**config.mk**
```make
export PLATFORM = sky130hd
export DESIGN_NAME = sbox_seq_ctrl_flat
export DESIGN_NICKNAME = d
export VERILOG_FILES = /design/src/rtl/sbox_seq_ctrl_if.sv /design/src/rtl/sbox_seq_ctrl.sv /design/src/flat_wrapper.sv
export SDC_FILE = /design/constraint.sdc
export NUM_CORES = 1
export LEC_CHECK = 0
export ABC_AREA = 1
export CORE_ASPECT_RATIO = 0.9
export CORE_MARGIN = 2
export CORE_UTILIZATION = 40
export CTS_BUF_LIST = sky130_fd_sc_hd__clkbuf_8
export DETAILED_ROUTE_END_ITERATION = 8
export PLACE_DENSITY_LB_ADDON = 0.08
export SLEW_MARGIN = 10
export SYNTH_ARGS = -nofsm -noshare
export SYNTH_HDL_FRONTEND = slang
export SYNTH_SLANG_ARGS = --single-unit
```
**constraint.sdc**
```tcl
create_clock -name wClk -period 3.5 [get_ports wClk]
set_clock_uncertainty 0.1 [all_clocks]
set_input_delay 0.7 -clock wClk [delete_from_list [all_inputs] [get_ports wClk]]
set_output_delay 0.7 -clock wClk [all_outputs]
set_load 0.05 [all_outputs]
```
**src/rtl/sbox_seq_ctrl_if.sv**
```systemverilog
// Handshake and S-box bus bundle for sbox_seq_ctrl.
// wAbort exists only when SBOX_SEQ_ABORT_EN is defined.
interface sbox_seq_ctrl_if;
    logic        wInValid;
    logic        wInReady;
    logic [0:47] wInData;
    logic [0:5]  wSboxIn;
    logic [2:0]  wSboxSel;
    logic [0:3]  wSboxOut;
    logic        wOutValid;
    logic        wOutReady;
    logic [0:31] wOutData;
    logic        wBusy;
`ifdef SBOX_SEQ_ABORT_EN
    logic        wAbort;
`endif

    modport master (
        output wInValid, wInData, wOutReady, wSboxOut,
`ifdef SBOX_SEQ_ABORT_EN
        output wAbort,
`endif
        input  wInReady, wSboxIn, wSboxSel, wOutValid, wOutData, wBusy
    );

    modport slave (
        input  wInValid, wInData, wOutReady, wSboxOut,
`ifdef SBOX_SEQ_ABORT_EN
        input  wAbort,
`endif
        output wInReady, wSboxIn, wSboxSel, wOutValid, wOutData, wBusy
    );
endinterface

```
**src/rtl/sbox_seq_ctrl.sv**
```systemverilog
// Sequences eight 6-bit chunks through one shared S-box unit.
// Optional abort input enabled by macro SBOX_SEQ_ABORT_EN.
module sbox_seq_ctrl #(
    parameter int LAT = 0
) (
    input logic            wClk,
    input logic            wReset,
    sbox_seq_ctrl_if.slave bus
);
    typedef enum logic [1:0] {IDLE, ISSUE, WAIT, DONE} state_t;

    localparam logic [1:0] CLAST = (LAT > 0) ? 2'(LAT - 1) : 2'd0;

    state_t      state, nstate;
    logic [2:0]  idx;
    logic [1:0]  cnt;
    logic [0:47] data;
    logic [0:31] nib;
    logic        accept;
    logic        capture;
    logic        last;
    logic        kill;

    assign accept = (state == IDLE) && bus.wInValid;
    assign last   = (idx == 3'd7);

`ifdef SBOX_SEQ_ABORT_EN
    assign kill = bus.wAbort && (state != IDLE);
`else
    assign kill = 1'b0;
`endif

    always_comb begin
        nstate        = state;
        capture       = 1'b0;
        bus.wInReady  = 1'b0;
        bus.wOutValid = 1'b0;
        bus.wBusy     = (state != IDLE);
        bus.wSboxIn   = '0;
        bus.wSboxSel  = '0;
        bus.wOutData  = '0;
        unique case (state)
            IDLE: begin
                bus.wInReady = 1'b1;
                if (bus.wInValid) nstate = ISSUE;
            end
            ISSUE: begin
                bus.wSboxIn  = data[int'(idx)*6 +: 6];
                bus.wSboxSel = idx;
                if (LAT == 0) begin
                    capture = 1'b1;
                    if (last) nstate = DONE;
                end else begin
                    nstate = WAIT;
                end
            end
            WAIT: begin
                bus.wSboxIn  = data[int'(idx)*6 +: 6];
                bus.wSboxSel = idx;
                if (cnt == CLAST) begin
                    capture = 1'b1;
                    nstate  = last ? DONE : ISSUE;
                end
            end
            DONE: begin
                bus.wOutValid = 1'b1;
                bus.wOutData  = nib;
                if (bus.wOutReady) nstate = IDLE;
            end
            default: nstate = IDLE;
        endcase
        // abort outranks a simultaneous consume in DONE
        if (kill) nstate = IDLE;
    end

    always_ff @(posedge wClk) begin
        if (wReset) begin
            state <= IDLE;
            idx   <= '0;
            cnt   <= '0;
            data  <= '0;
            nib   <= '0;
        end else begin
            state <= nstate;
            if (kill) begin
                idx  <= '0;
                cnt  <= '0;
                data <= '0;
                nib  <= '0;
            end else begin
                if (accept) begin
                    data <= bus.wInData;
                    idx  <= '0;
                    cnt  <= '0;
                end
                if (state == WAIT) cnt <= cnt + 2'd1;
                if (capture) begin
                    nib[int'(idx)*4 +: 4] <= bus.wSboxOut;
                    cnt <= '0;
                    // index parks at 7 so no ninth lookup can start
                    if (!last) idx <= idx + 3'd1;
                end
            end
        end
    end
endmodule

```
**src/flat_wrapper.sv**
```systemverilog
// flat-port wrapper written by rule: the top's interface ports become plain ports
module sbox_seq_ctrl_flat 
#(
    parameter int LAT = 0
)
  (wClk, wReset, bus_wInValid, bus_wInData, bus_wOutReady, bus_wSboxOut, bus_wInReady, bus_wSboxIn, bus_wSboxSel, bus_wOutValid, bus_wOutData, bus_wBusy);
  sbox_seq_ctrl_if bus_i ();
  input logic wClk;
  input logic wReset;
  input wire logic [$bits(bus_i.wInValid)-1:0] bus_wInValid;
  input wire logic [$bits(bus_i.wInData)-1:0] bus_wInData;
  input wire logic [$bits(bus_i.wOutReady)-1:0] bus_wOutReady;
  input wire logic [$bits(bus_i.wSboxOut)-1:0] bus_wSboxOut;
  output wire logic [$bits(bus_i.wInReady)-1:0] bus_wInReady;
  output wire logic [$bits(bus_i.wSboxIn)-1:0] bus_wSboxIn;
  output wire logic [$bits(bus_i.wSboxSel)-1:0] bus_wSboxSel;
  output wire logic [$bits(bus_i.wOutValid)-1:0] bus_wOutValid;
  output wire logic [$bits(bus_i.wOutData)-1:0] bus_wOutData;
  output wire logic [$bits(bus_i.wBusy)-1:0] bus_wBusy;
  assign bus_i.wInValid = bus_wInValid;
  assign bus_i.wInData = bus_wInData;
  assign bus_i.wOutReady = bus_wOutReady;
  assign bus_i.wSboxOut = bus_wSboxOut;
  assign bus_wInReady = bus_i.wInReady;
  assign bus_wSboxIn = bus_i.wSboxIn;
  assign bus_wSboxSel = bus_i.wSboxSel;
  assign bus_wOutValid = bus_i.wOutValid;
  assign bus_wOutData = bus_i.wOutData;
  assign bus_wBusy = bus_i.wBusy;
  sbox_seq_ctrl #(.LAT(LAT)) u_core (.wClk(wClk), .wReset(wReset), .bus(bus_i));
endmodule
```
======== Word level (Yosys, flattened, before mapping) ========
Index checks and enable logic that the tools add are counted.
operators by class
  $add $sub $neg .......................... 3
  $mul .................................... 1
  divide/modulo/power cells ............... 0
  $lt $le $gt $ge ......................... 0
  equal/unequal tests ..................... 8
  shift operators ......................... 3
  muxes and demuxes ....................... 19
  bitwise operators ....................... 2
  reductions and logical operators ........ 8
operator list
  cell                                                     count
  variable part select 48 x 32 -> 49 bit                   1
  negator 32 -> 33 bit                                     1
  variable shift 33 x 33 -> 32 bit (first input constant)  1
  variable part select 33 x 33 -> 32 bit                   1
  bitwise mux 32 bit                                       1
  two-way mux 32 bit                                       1
  NOT 32 bit                                               1
  NOT 5 -> 32 bit                                          1
  two-way mux 2 bit                                        7
  two-way mux 3 bit                                        4
  case mux 2 bit (4 select lines)                          1
  two-way mux 6 bit                                        1
  multiplier 3 x 2 -> 5 bit (second input constant)        1
  equality test 2 bit (second input constant)              2
  zero test 2 bit                                          2
  inequality test 2 x 1 -> 1 bit (second input constant)   2
  inequality test 2 bit (second input constant)            2
  AND reduction 4 bit                                      1
  nonzero test 2 bit                                       2
  OR reduction 2 bit                                       2
  adder 3 x 1 -> 3 bit (second input constant)             1
  equality test 3 bit (second input constant)              1
  two-way mux 1 bit                                        3
  adder 2 x 1 -> 2 bit (second input constant)             1
  other kinds (3)                                          3
storage, ports and cells
  bits in registers ....................... 87
  latch bits .............................. 0
  memory bits (writable) .................. 0
  memory bits (read-only) ................. 0
  input port bits ......................... 56
  word-level logic and storage cells ...... 49
  memories ................................ 0

======== Longest topological paths before layout ========
Gate-level depths: netlist of run 1.
  depth after elaboration ................. 5
  depth in mapped cells ................... 12
  gate-level depth less buffers ........... 11

======== Worst setup path before layout of run 1 ========
Ideal clock, no wire load.
  path type ............................... reg2out
  from .................................... register u_core.idx[1]
  to ...................................... output port bus_wSboxIn[0]
  data arrival time ....................... 2.539 ns
  data required time ...................... 2.700 ns
  slack ................................... 0.161 ns
  stages on the path, launching flop included .. 10
  path buffers ............................ 2
  cells stage by stage .................... dfxtp_1 -> ha_1 -> fa_1 -> buf_2 -> inv_1 -> buf_2 -> a21oi_1 -> o21ai_0 -> nand2_1 -> nor2_1
between the ends
  longest elaborated chain between the ends .. 4
ends and longest elaborated chain
  what                                    line                                      source
  from (decl)                             sbox_seq_ctrl.sv:15                       logic [2:0] idx;
  from (signal assigned)                  sbox_seq_ctrl.sv:101                      if (!last) idx <= idx + 3'd1;
  multiplier 3 x 2 -> 5 bit               sbox_seq_ctrl.sv:48, sbox_seq_ctrl.sv:58
  NOT 32 bit (not written as such)        sbox_seq_ctrl.sv:48, sbox_seq_ctrl.sv:58
  variable part select 48 x 32 -> 49 bit  sbox_seq_ctrl.sv:48, sbox_seq_ctrl.sv:58
  two-way mux 6 bit                       --
  to (decl)                               flat_wrapper.sv:15                        output wire logic [$bits(bus_i.wSboxIn)-1:0] bus_wSboxIn;
Every way passes these cells.

======== Worst setup path after layout of run 1 ========
  from .................................... register u_core.idx[1]
  to ...................................... output port bus_wSboxIn[5]
Same word-level chain as after synthesis.

==> flow_metrics.py, run 1 <==
metrics = {
    "route": {
        "routedWlPerCell_um": 14.1,
        "finalWirelength_um": 15200,
        "ant_nets": 0,
        "drc": 0,
        "drt_pass1_iterations": 6,
        "drtIter0Drc": 363,
        "via_per_inst": 4.96,
        "num_vias": 5332,
    },
    "die": {
        "die_area_sq_um": 13800,
        "ios": 100,
        "die_h_um": 112,
        "initial_utilization_pct": 40.7,
        "core_area_sq_um": 12600,
        "rows": 39,
        "die_w_um": 124,
    },
    "hold_path": {
        "whs_path_depth": 2,
        "worstHoldStart": "u_core.nib[10]",
        "hp-class": "flip-flop to flip-flop",
        "worst_hold_path.endpoint": "u_core.nib[10]",
    },
    "placement": {
        "place_congestion": 0.886,
        "post-place-ws_ns": 0.235,
        "dpl_cell_area_sq_um": 6250,
        "dp_hpwl_um": 11000,
        "io_buffer_count": 99,
    },
    "final_layout": {
        "drive_gt1_share_pct": 9.10,
        "antenna_cells": 0,
        "area_growth_pct": 29.1,
        "final_util_pct": 52.5,
        "nets": 977,
        "finalInstanceArea_sq_um": 6640,
    },
    "sta": {
        "worst_slack_ns": 0.0990,
        "maxSlewHeadroom_pct": 51.3,
        "max_clock_freq_mhz": 294,
        "setup_violations": 0,
        "rsz0062_at_grt": "true",
        "finalCriticalPeriod_ns": 3.40,
        "hold_violations": 0,
        "fin_crit_sh_pct": 97.2,
        "holdWs_ns": 0.347,
        "drv_slew": 0,
        "tightest_slew_ns": 0.730,
    },
    "synthesis": {
        "syn_area_sq_um": 5140,
        "yosys_warnings": 0,
        "synth_top_area_cell": "dfxtp_1",
        "synth_top_cell_area_share_pct": 33.9,
        "async_flop_share_pct": 0,
        "synth.area.top_cells": "dfxtp_1 34%, nand2_1 14%, nand3_1 8.4%, inv_1 8.1%, o21ai_0 7.7%",
        "syn-num-nets": 887,
        "yosysMostFrequentCell": "nand2_1",
        "ys.flop_type": "dfxtp_1",
        "synth_area_per_cell_sq_um": 6.29,
        "synth_seq_area_share_pct": 33.9,
        "ys_types": 33,
        "synth_cells": 817,
        "synth_common_cells": "197 x nand2_1, 111 x inv_1, 87 x dfxtp_1, 86 x nand3_1, 85 x nor2_1",
        "synth_edf_count": 0,
        "synth_seq_cells": 87,
    },
    "power_and_ir_drop": {
        "leakage_nw": 2.99,
        "pwr_density_cell_nw_per_um2": 630,
        "fin_total_pwr_mw": 4.18,
        "ir_worst_vdd_mv": 0.662,
    },
    "cts": {
        "clkTransAtPathRegs_ns": 0.09,
        "h-tree-depth": 3,
        "cts_buffers": 9,
        "cts_sinks": 87,
        "ctsRootBufferMaster": "clkbuf_8",
        "insertion_delay_ns": 0.38,
        "cts_tree": "built",
        "clk_path_buf_depth": 2,
    },
    "critical_path": {
        "rrSetupSlack_ns": 0.95,
        "path_max_fanout": 8,
        "required_ns": 2.70,
        "worst_setup_path_end_kind": "output port",
        "arrival_ns": 2.60,
        "r2r_end": "u_core.nib[23]",
        "path_class": "flip-flop to output port",
        "cp-start-kind": "flip-flop",
        "reg2reg_depth": 8,
        "r2r-start": "u_core.state[0]",
    },
    "global_route": {
        "grtUsageTotal_pct": 22.9,
        "grt_pass1_wl_um": 24800,
        "gr-total-overflow": 0,
        "antenna_found_initial": 0,
        "first_global_vias": 4881,
        "grt_max_degree": 78,
    },
    "run_status": {
        "status": "finished, final reports clean",
    },
    "run": {
        "cap_violations": 0,
    },
}
==> through the flow <==
step	instances	TNS, ns
after floorplan	817	0
after global placement	1050	0
after detailed placement	1050	0
after CTS	1070	0
after global routing	1076	-0.00628
final	1076	0
==> power by group <==
| group | internal [mW] | switching (mW) | total, mW |
|---|---|---|---|
| combinational | 0.762 | 1.36 | 2.12 |
| clock | 0.405 | 0.391 | 0.796 |
| sequential | 1.14 | 0.127 | 1.27 |
| total | 2.31 | 1.87 | 4.18 |
==> cells in the final DEF (no fill, tap or decap), drive strengths merged <==
cell and n:
inv 115, dfxtp 87, o21ai 82, clkdlybuf4s50 93
xnor2 1, xor2 1, nor3 13, a21oi 68
o211ai 2, a211oi 2, nand4 4, buf 33
clkinv 4, fa 1, clkbuf 9, o22ai 2
and2 1, ha 13, clkinvlp 2, nand2 199
nand3b 2, nand3 88, or2 3, nor2 85
bufinv 2
==> flip-flops by register name (all words and copies together), names as in the netlist <==
signal        flops
u_core.cnt        2
u_core.data      48
u_core.idx        3
u_core.nib       32
u_core.state      2
==> metal layers <==
layer | wire, um | track usage, % | share of wire, % | up-vias
met4 | 167 | 6.67 | 1.1 | 0
met5 | 0 | 0 | 0 | -
met2 | 6190 | 31.5 | 41 | 136
met3 | 841 | 4.76 | 5.5 | 10
li1 | - | - | - | 2766
met1 | 7990 | 35.5 | 53 | 2420
==> how the worst max path moves through the flow <==
stage	from	endpoint	slack (ns)	cells past startpoint
2_1_floorplan	u_core.idx[1]	bus_wSboxIn[0]	0.16	9
3_3_place_gp	u_core.idx[1]	bus_wSboxIn[3]	0.32	11
3_5_place_dp	u_core.idx[1]	bus_wSboxIn[4]	0.23	10
6_report	u_core.idx[1]	bus_wSboxIn[5]	0.1	10
4_1_cts	u_core.idx[1]	bus_wSboxIn[3]	0.03	11
5_1_grt	u_core.idx[0]	bus_wSboxIn[5]	-0.006	13
==> final cells by class <==
cell class,count,area [sq um]
clock buffers,9,124
repair buffers,126,1260
multi-input cells,567,2760
repair inverters,1,7.51
inverters,115,439
well taps,164,205
flip-flops and latches,87,1750
fillers,1329,6000
clock inverters,7,97.6
==> critical path: stages (launching register included) <==
cell        delay, ns
dfxtp_4          0.38
ha_4             0.18
fa_2             0.64
buf_12           0.14
clkinvlp_4       0.17
nand3_1          0.14
nand3_1          0.07
nand2_1          0.06
nand2_1          0.04
nor2_1           0.20
buf_6            0.20
==> timing repair <==
item	in CTS	in global routing
hold buffers	0	0
endpoints found under the setup margin	6	6
setup buffers	3	6
resized for setup	9	16
cloned	1	0
pin swaps	0	8
==> cell families (layout without fill, tap and decap cells) <==
| logic type | Yosys count | count (layout) | share of synthesized area, % |
|---|---|---|---|
| and+or+nand+nor | 395 | 395 | 33.1 |
| buffers and inverters | 163 | 258 | 13.5 |
| AOI/OAI and AO/OA | 156 | 156 | 15.6 |
| DFF | 87 | 87 | 33.9 |
| adders and majority gates | 14 | 14 | 3.55 |
| xor gates and xnor gates | 2 | 2 | 0.341 |
No activity file was read; power rests on OpenSTA's default activity.
==> run 2, diff against run 1 <==
==> constraint.sdc (replaced) <==
create_clock -name wClk -period 3.9 [get_ports wClk]
set_clock_uncertainty 0.1 [all_clocks]
set_input_delay 0.78 -clock wClk [delete_from_list [all_inputs] [get_ports wClk]]
set_output_delay 0.78 -clock wClk [all_outputs]
set_load 0.05 [all_outputs]
==> run 2 against run 1 <==
- core utilization decreased by 1.5 points
- critical path type unchanged
- flip-flop and latch count unchanged
- die area unchanged
- first-iteration DRC count is 9.4% lower
==> flow_metrics.py, run 2 (synthesis results as in run 1) <==
metrics = {
    "critical_path": {
        "cp-start-kind": "flip-flop",
        "worstSetupStartpoint": "u_core.idx[1]",
        "r2r-start": "u_core.state[0]",
        "rrSetupSlack_ns": 1.31,
        "r2r_end": "u_core.nib[25]",
        "path_max_fanout": 17,
        "required_ns": 3.02,
        "worst_setup_path_end_kind": "output port",
        "arrival_ns": 2.83,
        "path_class": "flip-flop to output port",
        "reg2reg_depth": 7,
    },
    "final_layout": {
        "layout_commonest_cell": "nand2_1",
        "layout.cells.non_filler": 1064,
        "largest_reg_flops": 48,
        "top_regs": "u_core.data x48, u_core.nib x32, u_core.idx x3",
        "antenna_cells": 0,
        "final_util_pct": 51.0,
        "nets": 965,
        "top_register": "u_core.data",
        "fillCellCount": 1332,
        "area_growth_pct": 25.5,
        "mostFrequentLayoutCells": "196 x nand2_1, 110 x inv_1, 93 x clkdlybuf4s50_1, 86 x nand3_1, 86 x dfxtp_1",
        "drive_gt1_share_pct": 6.89,
    },
    "route": {
        "finalWirelength_um": 14800,
        "ant_nets": 0,
        "drc": 0,
        "via_per_inst": 5.00,
        "num_vias": 5321,
        "drtIter0Drc": 329,
        "routedWlPerCell_um": 13.9,
        "drt_pass1_iterations": 5,
    },
    "cts": {
        "ctsRootBufferMaster": "clkbuf_8",
        "cts_tree": "built",
        "h-tree-depth": 3,
        "clk_path_buf_depth": 2,
        "cts_buffers": 9,
        "insertion_delay_ns": 0.38,
        "ctsHoldBuffers": 0,
        "cts_sinks": 87,
        "clkTransAtPathRegs_ns": 0.09,
    },
    "run_status": {
        "status": "finished, final reports clean",
    },
    "power_and_ir_drop": {
        "ir_worst_vdd_mv": 0.421,
        "pwr_density_cell_nw_per_um2": 556,
        "leakage_nw": 2.89,
    },
    "die": {
        "initial_utilization_pct": 40.7,
        "core_area_sq_um": 12600,
        "die_h_um": 112,
        "die_w_um": 124,
        "die_area_sq_um": 13800,
        "ios": 100,
        "rows": 39,
    },
    "sta": {
        "fin_crit_sh_pct": 95.2,
        "maxSlewHeadroom_pct": 50.3,
        "setup_violations": 0,
        "max_clock_freq_mhz": 269,
        "rsz0062_at_grt": "false",
        "drv_slew": 0,
        "fin_setup_tns_ns": 0,
        "finalCriticalPeriod_ns": 3.71,
        "tightest_slew_ns": 0.745,
        "hold_violations": 0,
    },
    "hold_path": {
        "whs_path_depth": 2,
        "worst_hold_path.endpoint": "u_core.nib[1]",
        "hp-class": "flip-flop to flip-flop",
        "worstHoldStart": "u_core.nib[1]",
    },
    "placement": {
        "io_buffer_count": 99,
        "place_congestion": 0.886,
        "dp_hpwl_um": 10600,
        "dpl.cell_count": 1045,
    },
    "global_route": {
        "grt_max_degree": 78,
        "grtUsageTotal_pct": 22.0,
        "grt_pass1_wl_um": 24200,
        "antenna_found_initial": 0,
        "gr-total-overflow": 0,
        "first_global_vias": 4874,
    },
    "run": {
        "cap_violations": 0,
    },
}
run 2: cell types whose count changed in the layout (fill, tap and decap cells not counted), sizes merged:
cell    before  now
buf         33   22
clkbuf       9   10
clkinv       4    3
bufinv       2    1
run 2: routing by layer:
| metal | up-vias | wire length (um) | GRT usage, % |
|---|---|---|---|
| met5 | - | 0 | 0 |
| met4 | 0 | 138 | 4.77 |
| met3 | 11 | 915 | 5.69 |
| met2 | 147 | 6000 | 30.4 |
| met1 | 2419 | 7710 | 33.8 |
| li1 | 2744 | - | - |
run 2: stage by stage:
step                cell area (sq um)  hold WS, ns  power (mW)  setup WS [ns]
floorplan                        5140        0.323        2.42          0.481
global placement                 6210        0.336        2.89          0.425
detailed placement               6210        0.341        2.91          0.330
CTS                              6440        0.354        3.59         0.0907
global route                     6450        0.377        3.86         0.0290
finish                           6450        0.352        3.59          0.188
run 2: how the worst max path moves through the flow:
stage | to | depth (start not counted)
after detailed placement | bus_wSboxIn[1] | 11
after CTS | bus_wSboxIn[2] | 12
after global placement | bus_wSboxIn[5] | 11
after floorplan | bus_wSboxIn[0] | 9
final | bus_wSboxIn[2] | 12
after global routing | bus_wSboxIn[2] | 12
run 2: power by group:
part | total, mW | leakage, nW | internal, mW | switching (mW)
Combinational | 1.79 | 2.08 | 0.620 | 1.17
Sequential | 1.14 | 0.713 | 1.03 | 0.118
Clock | 0.653 | 0.104 | 0.311 | 0.342
Total | 3.59 | 2.89 | 1.96 | 1.63
run 2: critical path, stage by stage, from the launching register on:
cell and delay (ns):
dfxtp_1 0.36, inv_1 0.16, ha_2 0.45, buf_4 0.25
nand2_1 0.16, inv_2 0.22, nand2_1 0.07, nand3b_1 0.10
nand2_1 0.09, nor2_1 0.15, nor2_1 0.06, nor2_1 0.20
buf_12 0.17
run 2: area by class of cell:
cell class | instances | area (sq um) | share of cell area [%]
clock buffers | 10 | 138 | 2.13
clock inverters | 6 | 60.1 | 0.931
inverters | 115 | 437 | 6.77
multi-input cells | 567 | 2720 | 42.2
flip-flops and latches | 87 | 1750 | 27.1
well taps | 164 | 205 | 3.18
repair buffers | 115 | 1150 | 17.8
run 2: what timing repair did:
item,4_1_cts,5_1_grt
setup endpoints to repair,6,4
resized for setup,4,3
setup buffers,2,1
pin swaps,0,1
